--- config.mk ---
export PLATFORM = sky130hd
export DESIGN_NAME = instr_fetch_seq
export DESIGN_NICKNAME = d
export VERILOG_FILES = /design/src/rtl/instr_fetch_seq.sv
export SDC_FILE = /design/constraint.sdc
export NUM_CORES = 1
export LEC_CHECK = 0
export CAP_MARGIN = 30
export CORE_ASPECT_RATIO = 0.5
export CORE_MARGIN = 4
export CORE_UTILIZATION = 44
export DETAILED_ROUTE_END_ITERATION = 6
export GPL_TIMING_DRIVEN = 0
export PLACE_DENSITY = 0.79
export SLEW_MARGIN = 10
export SYNTH_ARGS = -nofsm -noshare
export SYNTH_HDL_FRONTEND = slang
export SYNTH_SLANG_ARGS = --single-unit
--- constraint.sdc ---
create_clock -name clk -period 1.72 [get_ports clk]
set_input_delay 0.344 -clock clk [delete_from_list [all_inputs] [get_ports clk]]
set_output_delay 0.344 -clock clk [all_outputs]
set_load 0.01 [all_outputs]
--- src/rtl/instr_fetch_seq.sv ---
// Instruction fetch and phase sequencer: fetches 16-bit words over req/ack,
// splits them into decoder fields and drives the cnt_clk execute phases.
module instr_fetch_seq #(
    parameter int ADDR_W     = 8,
    parameter int INSTR_W    = 16,
    parameter int LAST_PHASE = 3,
    parameter int CNT_W      = 2
) (
    input  logic               clk,
    input  logic               rst_n,
    input  logic               run,
    output logic               imem_req,
    output logic [ADDR_W-1:0]  imem_addr,
    input  logic               imem_ack,
    input  logic [INSTR_W-1:0] imem_rdata,
    input  logic               PC_Ctr,
    output logic [1:0]         SM,
    output logic [3:0]         OP,
    output logic [1:0]         RD,
    output logic [7:0]         IMM,
    output logic [CNT_W-1:0]   cnt_clk,
    output logic [ADDR_W-1:0]  pc,
    output logic               instr_valid
);

    typedef enum logic [1:0] {
        FETCH_IDLE = 2'b00,
        FETCH_WAIT = 2'b01,
        EXEC       = 2'b10
    } state_t;

    state_t              state_r, state_nx_s;
    logic [ADDR_W-1:0]   pc_r, pc_nx_s;
    logic [INSTR_W-1:0]  ir_r, ir_nx_s;
    logic [CNT_W-1:0]    cnt_r, cnt_nx_s;
    logic                req_r, req_nx_s;
    logic                valid_r, valid_nx_s;

    // State and datapath registers; reset aborts any fetch or execute at once.
    always_ff @(posedge clk or negedge rst_n) begin
        if (!rst_n) begin
            state_r <= FETCH_IDLE;
            pc_r    <= {ADDR_W{1'b0}};
            ir_r    <= {INSTR_W{1'b0}};
            cnt_r   <= {CNT_W{1'b0}};
            req_r   <= 1'b0;
            valid_r <= 1'b0;
        end else begin
            state_r <= state_nx_s;
            pc_r    <= pc_nx_s;
            ir_r    <= ir_nx_s;
            cnt_r   <= cnt_nx_s;
            req_r   <= req_nx_s;
            valid_r <= valid_nx_s;
        end
    end

    // Next-state and next-register values for the fetch/execute sequence.
    always_comb begin
        state_nx_s = state_r;
        pc_nx_s    = pc_r;
        ir_nx_s    = ir_r;
        cnt_nx_s   = cnt_r;
        req_nx_s   = req_r;
        valid_nx_s = valid_r;
        case (state_r)
            FETCH_IDLE: begin
                if (run) begin
                    state_nx_s = FETCH_WAIT;
                    req_nx_s   = 1'b1;
                end else begin
                    req_nx_s   = 1'b0;
                end
            end
            FETCH_WAIT: begin
                if (req_r && imem_ack) begin
                    ir_nx_s    = imem_rdata;
                    req_nx_s   = 1'b0;
                    cnt_nx_s   = CNT_W'(1);
                    valid_nx_s = 1'b1;
                    state_nx_s = EXEC;
                end else begin
                    req_nx_s   = 1'b1;
                end
            end
            EXEC: begin
                if (cnt_r == CNT_W'(LAST_PHASE)) begin
                    // Only an explicit 0 jumps; X/Z from an undriven decoder falls to increment.
                    if (PC_Ctr == 1'b0) begin
                        pc_nx_s = ADDR_W'(ir_r[7:0]);
                    end else begin
                        pc_nx_s = pc_r + ADDR_W'(1);
                    end
                    cnt_nx_s   = {CNT_W{1'b0}};
                    valid_nx_s = 1'b0;
                    if (run) begin
                        state_nx_s = FETCH_WAIT;
                        req_nx_s   = 1'b1;
                    end else begin
                        state_nx_s = FETCH_IDLE;
                        req_nx_s   = 1'b0;
                    end
                end else begin
                    cnt_nx_s = cnt_r + CNT_W'(1);
                end
            end
            default: begin
                state_nx_s = FETCH_IDLE;
                cnt_nx_s   = {CNT_W{1'b0}};
                req_nx_s   = 1'b0;
                valid_nx_s = 1'b0;
            end
        endcase
    end

    assign imem_req    = req_r;
    assign imem_addr   = pc_r;
    assign pc          = pc_r;
    assign cnt_clk     = cnt_r;
    assign instr_valid = valid_r;
    assign SM          = ir_r[15:14];
    assign OP          = ir_r[13:10];
    assign RD          = ir_r[9:8];
    assign IMM         = ir_r[7:0];

endmodule

# Word-level counts from Yosys, hierarchy flattened
# Index checks and enable logic that the tools add are counted.
# W data, S select, Z words.
# classes
addsub,2
n_bitwise,1
reduce_logical,7
eq_ne,6
n_mux,16
# ops
op,count
$pmux W2 S3,2
$mux W2,5
$add A8 B1 Y8 const B,1
$mux W8,1
$mux W1,6
$ne A2 B2 Y1 const B,3
$pmux W1 S3,2
$reduce_and A2 Y1,3
$reduce_and A3 Y1,2
$eq A2 B2 Y1 const B,2
$add A2 B1 Y2 const B,1
$eq A2 B1 Y1 const B,1
$logic_not A2 Y1,1
$logic_and A1 B1 Y1,1
$not A1 Y1,1
# totals
word_cells,38
register_bits,30
out_inout_bits,36
input_bits,21

# Logic depth before layout (Yosys ltp)
# Gate-level depths: netlist (run 1).
# logic_depth
word_depth,3
depth_mapped,6
ltp_nobuf,5

# Worst setup path after synthesis (run 1)
# OpenSTA, ideal clock, no wires.
# synth_path
kind,reg2reg
from,register state_r[0]
to,register state_r[1]
synth_period_minus_slack_ns,1.582
path_stages_with_launch,6
path_buffers,0
arrival_ns,1.457
setup_slack_ns,0.138
setup_ns,0.125
required_time_ns,1.595
cell_sequence,dfrtp_1 inv_1 ha_1 nor2b_1 a221oi_1 mux2_2
# synth_via
elab_chain_len,3
word_cells_on_any_way,8
classes_between,eq/ne (5); mux (1); reduce/logical (2)
# synth_lines
item,line_no,source
"start, declared",32,"state_t state_r, state_nx_s;"
"start signal, assigned",49,state_r <= state_nx_s;
"$eq A2 B2 Y1, or another cell as far along",66,case (state_r)
$ne A2 B2 Y1 (no line),-,
$reduce_and A3 Y1 (no line),-,
# Parallel ways exist; a longest one is shown, timed or not.
# A chain may end at the register's enable or synchronous reset.

# Final worst setup path (run 1)
# layout_path
from,"register pc_r[6], in the netlist imem_addr[6]"
to,output pc[6]
# layout_lines
item,line_no,source
"start, declared",33,"logic [ADDR_W-1:0] pc_r, pc_nx_s;"
"start signal, assigned",43,pc_r <= {ADDR_W{1'b0}};
"start signal, assigned",50,pc_r <= pc_nx_s;
"end, declared",22,"output logic [ADDR_W-1:0] pc,"
# No word-level cell between the ends.

==> results by group, run 1 <==
Final layout
  – Share of cells above drive strength 1: roughly 27%
  – Footprint of the multi-input gates: 722 um^2
  – Area delta synth->final: 51.3%
  – Seq. cell area: around 760 um^2
  – N_diodes: 0
  – Final Net Count: 240
  – Post-route cell area: roughly 2400 um^2
  – Fin cells: 258
  – Fill cell count: 226
  – Commonest non-fill, non-tap cell in the layout: clkdlybuf4s50_1
  – Most frequent cells in the layout: clkdlybuf4s50_1 (55), dfrtp_1 (25), buf_4 (19), mux2_2 (18), nand2_1 (9)

Placement
  – Dpl hpwl: 2690 um
  – IO Port Bufs: 56
  – Dpl cell area: 2180 um^2
  – Routability cong.: 0.744
  – Placed insts: ~240

Worst setup path
  – Crit path arrival time: 1.32 ns
  – Setup CP Type: flop to output port
  – CP endpoint kind: output port
  – Reg2Reg Capture Point: imem_addr[7]
  – Reg2Reg Setup Slack: 0.08 ns
  – Crit start category: flop
  – Worst R2R Start: state_r[0]
  – WP data required: 1.38 ns
  – Reg2reg path depth: 5
  – Crit-path max FO: 5

Synthesis
  – Mean cell area of the mapped netlist: between 10 and 15 um^2
  – Post-Syn Area: 1560 um^2
  – Adder-cell share of the synthesized area: under 10%
  – #FFs+latches synth: 30
  – Mux cell area share after synthesis: 15.6%
  – Yosys top cell area share: 48.1%
  – Largest family of logic cells by synthesized area: multiplexers
  – Seq/Total Area, Yosys: around 48%
  – Synth Area in Compound Gates: 10.8%
  – Synth top area cells: dfrtp_1 (48%), mux2_2 (13%), ha_1 (7.2%)
  – Syn Nets: ~170
  – Post-synth EDFFs: 0
  – Synth Instances: 137
  – Ys flop type: dfrtp_1
  – Simple-Gate Fraction of Synth Area: around 11%
  – Cell type with the largest total area after synthesis: dfrtp_1
  – Synth warn: 0
  – Yosys cell types: 28
  – Post-synth ARST share: 100%
  – Post-Synth XOR/XNOR Area: 0%

Power
  – Peak VDD IR: 0.890 mV
  – PwrDens: around 1500 nW/um^2
  – Pleak: 1.06 nW
  – Clock share of power: 14.9%
  – P_int: between 2 and 2.5 mW
  – Comb power frac: 51.4%
  – Net switching power: about 1.3 mW
  – Sequential group share of total power: 33.8%
  – Sw Share: 34.5%

STA
  – Final Hold Fails: 0
  – Final period utilization: a little over nine tenths
  – Fmax: 0.599 GHz
  – Count of pins over their slew limit: 0
  – WHS: between 0.08 and 0.09 ns
  – Rel. slew slack: 56.4%
  – Final setup viols: 0
  – Clk_skew: 0.00213 ns
  – Min cycle time layout: 1.67 ns
  – Worst-Margin Slew: 0.654 ns

Clock tree
  – H-tree depth: 2
  – Clock-pin slew on the worst setup and hold paths: 0.06 ns
  – TritonCTS clock tree: built
  – Clock tree sinks: 30
  – Clock buffer depth: 2
  – Clock latency on the worst-skew pair: roughly 0.28 ns
  – CTS Root Cell: clkbuf_8
  – Num CTS Buffers: 5
  – Cts hold-fix bufs: 0

Global route
  – Largest net degree at the start of global routing: 31
  – Vias in the first global route: between 1000 and 1500
  – Gr usage total: 16.5%
  – Total gr overflow: 0
  – Initial antenna violation count: 0
  – First-pass GRT wire length: 5910 um

Job
  – Maxcap violations: 0

Routing
  – DR WL/cell: 14.2 um
  – Via/cell ratio: 4.91
  – DRT Wirelength: 3660 um
  – Antenna-violating nets left: 0
  – Via count: between 1000 and 1500
  – 1st-iter DRT viols: 49
  – Drt drc: 0
  – TritonRoute pass-1 iters: 4

Status
  – Status: finished clean

Die
  – Io pins: 57
  – Initial Util: 48.9%
  – Die Span Y: 50.1 um
  – Die Width: 92.2 um
  – Die area: 4620 um^2
  – Core area: 3190 um^2
  – Row cnt: 14

Min path
  – Type of the worst min-delay path: primary input to asynchronous set/reset pin
## cell families after synthesis
| kind of cell | after synthesis |
|---|---|
| buf+inv | 20 |
| mux | 22 |
| flops | 30 |
| fa+ha+maj | 9 |
| compound gates | 26 |
| simple gates | 30 |
## state kept, by name, indices dropped and copies added, names as in the netlist
signal	flops
instr_valid	1
imem_req	1
imem_addr	8
state_r	2
ir_r	16
cnt_clk	2
## area by class of cell
| cell class | instances | area share, % |
|---|---|---|
| clock buffers | 5 | 2.91 |
| clock inverters | 2 | 0.424 |
| flip-flops and latches | 30 | 32.1 |
| repair buffers | 67 | 27.0 |
| plain buffers | 11 | 3.18 |
| well taps | 48 | 2.54 |
| multi-input cells | 87 | 30.6 |
| inverters | 8 | 1.27 |
## power by group through the flow
| stage | Sequential [mW] | Clock (mW) | Combinational [mW] |
|---|---|---|---|
| after CTS | 1.25 | 0.552 | 1.76 |
| after global placement | 1.24 | 0 | 1.67 |
| after floorplan | 1.34 | 0 | 0.767 |
| after global routing | 1.28 | 0.591 | 2.01 |
| after detailed placement | 1.26 | 0 | 1.71 |
| final | 1.23 | 0.541 | 1.87 |
## cell usage after synthesis, types with 4 or more instances
library cell,number
ha_1,9
dfrtp_1,30
nand2_1,9
inv_1,8
o21ai_0,6
buf_4,8
a21oi_1,7
mux2_2,18
nand3_1,7
mux2i_1,4
## metrics by stage
stage | utilization, % | power [mW] | setup WS, ns | TNS [ns]
finish | 74.1 | 3.64 | 0.0512 | 0
CTS | 71.6 | 3.56 | 0.00768 | 0
global route | 74.1 | 3.88 | -0.000649 | -0.000649
floorplan | - | 2.10 | 0.138 | 0
detailed placement | 68.2 | 2.97 | -0.103 | -0.229
global placement | 68.4 | 2.91 | -0.246 | -7.61
## repair_timing
item / CTS / global route
pin swaps: 0 / 0
buffers inserted: 2 / 9
resized for setup: 5 / 6
setup endpoints to repair: 16 / 14
## routing by layer
layer	GRT usage (%)	vias up	wire, um
met5	0	-	0
met4	8.13	0	75
met3	4.41	9	164
met2	27.5	33	1820
met1	20.2	593	1600
li1	-	633	-
## worst max path at each step
stage / from / end / cells past startpoint
detailed placement: imem_ack / state_r[1] / 4
CTS: imem_addr[3] / pc[3] / 2
finish: imem_addr[6] / pc[6] / 2
global placement: rst_n / imem_addr[1] / 1
global route: state_r[0] / instr_valid / 5
floorplan: state_r[0] / state_r[1] / 5
## worst max-delay path: stages (launching register included)
cell,delay [ns]
dfrtp_1,0.40
buf_4,0.12
clkdlybuf4s50_1,0.52
No activity file was read; power rests on OpenSTA's default activity.
==> inputs of run 2 (changes only) <==
- PLACE_DENSITY: 0.79 -> 0.9
==> results by group, run 2 (synthesized netlist as in run 1, its figures left out) <==
Final layout
  – Commonest non-fill, non-tap cell in the layout: clkdlybuf4s50_1
  – Seq. cell area: 758 um^2 (+0.17%)
  – Area delta synth->final: 51.9%
  – Most flops, register: ir_r
  – Fill cell count: 208 (-8.0%)
  – N_diodes: 0 (unchanged)
  – Most frequent cells in the layout: clkdlybuf4s50_1 (52), dfrtp_1 (24), mux2_2 (18), buf_4 (17), nand2_1 (9)
  – Share of cells above drive strength 1: 27.3% (+0.13 points)
  – Max reg flops: 16 (unchanged)
  – Util after Layout: 74.3% (+0.27 points)
  – Final Net Count: 238 (-0.83%)
  – Footprint of the multi-input gates: 724 um^2 (+0.35%)

Status
  – Status: finished clean

Worst setup path
  – Delay-heaviest family, CP: buffers and inverters
  – CP endpoint kind: output port
  – Setup CP Type: flop to output port
  – Crit path arrival time: 1.34 ns (+0.02 ns)
  – CP Cell Sequence: buf_4, clkdlybuf4s50_1
  – Worst R2R Start: state_r[0]
  – Source of the critical timing path: imem_addr[2]
  – Worst path max stage delay: 0.52 ns (about the same)
  – WP data required: 1.38 ns (about the same)
  – Crit-path max FO: 7 (+2)
  – CP bufs+invs: 2 (unchanged)
  – Crit start category: flop
  – Slowest CP cell: clkdlybuf4s50_1

Routing
  – Via count: 1353 (+6.7%)
  – TritonRoute pass-1 iters: 4 (unchanged)
  – Drt drc: 0 (unchanged)
  – DRT Wirelength: 4150 um (+13%)
  – 1st-iter DRT viols: 50 (+2.0%)
  – DR WL/cell: 16.1 um (+14%)
  – Antenna-violating nets left: 0 (unchanged)
  – Via/cell ratio: 5.26 (+7.1%)

Placement
  – Routability cong.: 0.851 (+14%)
  – Placement Setup Slack: -0.119 ns (-0.0159 ns)
  – Dpl hpwl: 2950 um (+9.6%)
  – IO Port Bufs: 56 (unchanged)

Clock tree
  – Clock latency on the worst-skew pair: 0.28 ns (about the same)
  – Num CTS Buffers: 5 (unchanged)
  – TritonCTS clock tree: built
  – H-tree depth: 2 (unchanged)
  – Clock-pin slew on the worst setup and hold paths: 0.07 ns (about the same)
  – Clock tree sinks: 30 (unchanged)
  – CTS Root Cell: clkbuf_8
  – Cts hold-fix bufs: 0 (unchanged)
  – Clock buffer depth: 2 (unchanged)

Die
  – Io pins: 57 (unchanged)
  – Initial Util: 48.9% (unchanged)
  – Die area: 4620 um^2 (unchanged)
  – Die Width: 92.2 um (unchanged)
  – Die Span Y: 50.1 um (unchanged)
  – Core area: 3190 um^2 (unchanged)
  – Row cnt: 14 (unchanged)

STA
  – Rel. slew slack: 55.4% (-1.0 points)
  – Fmax: 0.593 GHz (-0.99%)
  – Worst-Margin Slew: 0.669 ns (+0.0157 ns)
  – Final setup TNS: 0 ns (unchanged)
  – Count of pins over their slew limit: 0 (unchanged)
  – Final worst setup slack: 0.0345 ns (-0.0167 ns)
  – Final Hold Fails: 0 (unchanged)
  – Final setup viols: 0 (unchanged)
  – Final period utilization: 98.0% (+0.97 points)
  – Clk_skew: 0.00990 ns (+0.00777 ns)
  – Min cycle time layout: 1.69 ns (+0.0167 ns)

Global route
  – Largest net degree at the start of global routing: 31 (unchanged)
  – Gr usage total: 18.5% (+1.9 points)
  – Initial antenna violation count: 0 (unchanged)
  – Total gr overflow: 0 (unchanged)
  – Vias in the first global route: 1363 (+14%)
  – First-pass GRT wire length: 6670 um (+13%)

Power
  – Peak VDD IR: 0.808 mV (-9.2%)
  – PwrDens: 1580 nW/um^2 (+2.4%)
  – Pleak: 1.05 nW (-0.35%)

Job
  – Maxcap violations: 0 (unchanged)

Min path
  – Type of the worst min-delay path: primary input to asynchronous set/reset pin
[run 2: cell count changes in the layout (fill, tap and decap cells not counted), sizes merged]
cell / change
buf: -2
dlymetal6s2s: +3
clkinv: -1
clkdlybuf4s50: -3
clkbuf: +2
[run 2: layer usage]
metal  global-route usage (%)  up-vias  wire length (um)
li1                         -      627                 -
met1                     20.1      663              1640
met2                     33.7       51              2240
met3                     5.62       12               174
met4                     8.37        0                95
met5                        0        -                 0
[run 2: repair_timing]
action	in CTS	in global routing
setup buffers	2	7
gates resized for setup	7	9
endpoints found under the setup margin	18	19
[run 2: area by class of cell]
cell class | instances | area share (%)
flip-flops and latches | 30 | 32.0
repair buffers | 65 | 26.6
clock inverters | 1 | 0.211
multi-input cells | 87 | 30.6
clock buffers | 7 | 3.64
inverters | 8 | 1.27
plain buffers | 11 | 3.17
well taps | 48 | 2.53
[run 2: power by group]
part	internal, mW	switching (mW)
combinational	1.12	0.814
sequential	1.00	0.217
clock	0.322	0.266
total	2.44	1.30
[run 2: worst paths after layout]
| path | to | slack [ns] | cells past startpoint |
|---|---|---|---|
| max | pc[2] | 0.03 | 2 |
| min | imem_req | 0.09 | 1 |
| max reg2reg | imem_addr[5] | 0.10 | 5 |
| min reg2reg | ir_r[13] | 0.50 | 1 |
| max in group asynchronous | imem_addr[0] | 1.15 | 1 |
| min in group clk | ir_r[13] | 0.50 | 1 |
[run 2: per-stage QoR]
stage / instance area [um^2] / std cells / hold slack (ns) / power, mW
2_1_floorplan: 1560 / 137 / 0.0484 / 2.10
3_3_place_gp: 2180 / 241 / 0.486 / 2.90
3_5_place_dp: 2180 / 241 / 0.413 / 2.98
4_1_cts: 2300 / 250 / 0.107 / 3.64
5_1_grt: 2370 / 257 / 0.149 / 3.98
6_report: 2370 / 257 / 0.0880 / 3.74
==> inputs of run 3 (changes only) <==
- CORE_UTILIZATION: 44 -> 40
- PLACE_DENSITY: 0.9 -> 0.87
- clock period: 1.72 -> 1.4 ns (I/O delays scaled with it)
==> results by group, run 3 (synthesized netlist as in run 1, its figures left out) <==
STA
  – Fmax: 0.660 GHz
  – RSZ-0062 raised after global routing: yes
  – Rel. slew slack: 54.4% (-0.94 points)
  – Clk_skew: 0.00628 ns (-0.00362 ns)
  – WHS: 0.0276 ns (-0.0605 ns)
  – Final setup viols: 19 (+19)
  – Count of pins over their slew limit: 0 (unchanged)
  – Min cycle time layout: 1.51 ns
  – Final period utilization: 108%
  – Final worst setup slack: -0.114 ns (-0.149 ns)
  – Final Hold Fails: 0 (unchanged)
  – Worst-Margin Slew: 0.683 ns (+0.0141 ns)

Clock tree
  – CTS Root Cell: clkbuf_8
  – Clock latency on the worst-skew pair: 0.29 ns (about the same)
  – Clock buffer depth: 2 (unchanged)
  – Num CTS Buffers: 5 (unchanged)
  – H-tree depth: 2 (unchanged)
  – Clock tree sinks: 30 (unchanged)
  – Clock-pin slew on the worst setup and hold paths: 0.06 ns (about the same)
  – TritonCTS clock tree: built

Worst setup path
  – Delay-heaviest family, CP: flip-flops
  – CP Cell Sequence: buf_6, ha_4, nand3_4, buf_8, mux2_2
  – Setup CP Type: flop to flop
  – WP data required: 1.57 ns (+0.19 ns)
  – CP bufs+invs: 2 (unchanged)
  – Crit start category: flop
  – CP endpoint kind: flop
  – Crit-path max FO: 5 (-2)
  – Crit path arrival time: 1.69 ns (+0.35 ns)
  – Worst path max stage delay: 0.43 ns (-0.09 ns)
  – Slowest CP cell: dfrtp_1

Die
  – Die Width: 96.3 um (+4.5%)
  – Die area: 5020 um^2 (+8.7%)
  – Io pins: 57 (unchanged)
  – Die Span Y: 52.2 um (+4.1%)
  – Initial Util: 43.5% (-5.4 points)
  – Core area: 3580 um^2 (+12%)
  – Row cnt: 15 (+1)

Power
  – PwrDens: 1930 nW/um^2 (+23%)
  – Final Power: 5.40 mW (+44%)
  – Pleak: 1.28 nW (+22%)
  – Peak VDD IR: 1.23 mV (+53%)

Global route
  – First-pass GRT wire length: 7660 um (+15%)
  – Initial antenna violation count: 0 (unchanged)
  – Vias in the first global route: 1457 (+6.9%)
  – Total gr overflow: 0 (unchanged)
  – Largest net degree at the start of global routing: 31 (unchanged)
  – Gr usage total: 20.5% (+2.1 points)

Placement
  – Dpl cell area: 2220 um^2 (+2.0%)
  – IO Port Bufs: 56 (unchanged)
  – Dpl hpwl: 2900 um (-1.9%)
  – Placement Setup Slack: -0.369 ns (-0.250 ns)
  – Routability cong.: 0.790 (-7.2%)

Final layout
  – Most flops, register: ir_r
  – Final Net Count: 257 (+8.0%)
  – Area delta synth->final: 79.0%
  – Fill cell count: 190 (-8.7%)
  – Util after Layout: 77.9% (+3.6 points)
  – Share of cells above drive strength 1: 47.4% (+20 points)
  – Most frequent cells in the layout: dlygate4sd2_1 (30), buf_4 (28), dfrtp_1 (24), clkdlybuf4s50_1 (18), mux2_2 (16)
  – Max reg flops: 16 (unchanged)
  – Post-route cell area: 2790 um^2 (+18%)
  – N_diodes: 0 (unchanged)
  – Commonest non-fill, non-tap cell in the layout: dlygate4sd2_1

Status
  – Violated checks: setup timing
  – Status: finished, violations left

Routing
  – Drt drc: 0 (unchanged)
  – DRT Wirelength: 5150 um (+24%)
  – Via/cell ratio: 5.39 (+2.5%)
  – TritonRoute pass-1 iters: 4 (unchanged)
  – 1st-iter DRT viols: 61 (+22%)
  – Antenna-violating nets left: 0 (unchanged)
  – DR WL/cell: 18.4 um (+14%)
  – Via count: 1505 (+11%)

Job
  – Maxcap violations: 0 (unchanged)

Min path
  – Type of the worst min-delay path: primary input to asynchronous set/reset pin
run 3: cell count changes in the layout (fill, tap and decap cells not counted), moves of 4 or more:
cell | before | now
buf_6 | 0 | 8
dlygate4sd2_1 | 0 | 30
ha_4 | 0 | 7
a21oi_1 | 7 | 1
ha_1 | 7 | 1
clkdlybuf4s15_1 | 0 | 5
clkdlybuf4s50_1 | 52 | 18
nand3_1 | 7 | 3
a21oi_2 | 0 | 5
buf_4 | 17 | 28
run 3: path summary, 6_finish.rpt:
path                       depth (start not counted)            to  slack (ns)        from
min in group clk                                   4  imem_addr[6]        0.46      PC_Ctr
max reg2reg                                        5       ir_r[6]       -0.11  state_r[0]
max                                                5       ir_r[6]       -0.11  state_r[0]
min                                                1    state_r[0]        0.03       rst_n
max in group asynchronous                          1  imem_addr[1]        0.89       rst_n
min reg2reg                                        1      ir_r[10]        0.50    ir_r[10]
run 3: final cells by class:
class	count	area [um^2]	share of cell area, %
clock inverter	3	40.0	1.43
sequential	30	758	27.2
timing repair buffer	83	776	27.8
tap	51	63.8	2.28
buffer	12	103	3.67
multi-input combinational	87	948	34.0
clock buffer	5	68.8	2.46
inverter	8	35.0	1.25
run 3: timing repair:
action                                  CTS  global route
endpoints found under the setup margin   66            33
gates resized for setup                  69            38
setup buffers                            20             6
gates cloned                              1             0
pin swaps                                 8            13
hold endpoints to repair                  0             0
hold buffers                              0             0
run 3: report_power, final:
part           leakage, nW  switching (mW)  internal (mW)
registers            0.342           0.286           1.23
clock network       0.0579           0.363          0.523
logic                0.884            1.36           1.64
run 3: per-layer routing:
layer  global-route usage, %  wire length, um  vias to the layer above  part of all wire, %
li1                        -                -                      676                    -
met1                    24.4             2000                      750                   39
met2                    37.1             2750                       65                   53
met3                    4.77              299                       14                  5.8
met4                    6.28               93                        0                  1.8
met5                       0                0                        -                    0
run 3: through the flow:
stage               cells  setup TNS [ns]
finish                279           -1.72
global route          279           -2.46
CTS                   273           -1.23
detailed placement    244           -4.61
global placement      244          -18.61
floorplan             137          -0.295
run 3: worst reg2reg max path: stages, from the launching register on:
cell     delay, ns
dfrtp_1       0.43
buf_6         0.15
ha_4          0.19
nand3_4       0.15
buf_8         0.14
mux2_2        0.33
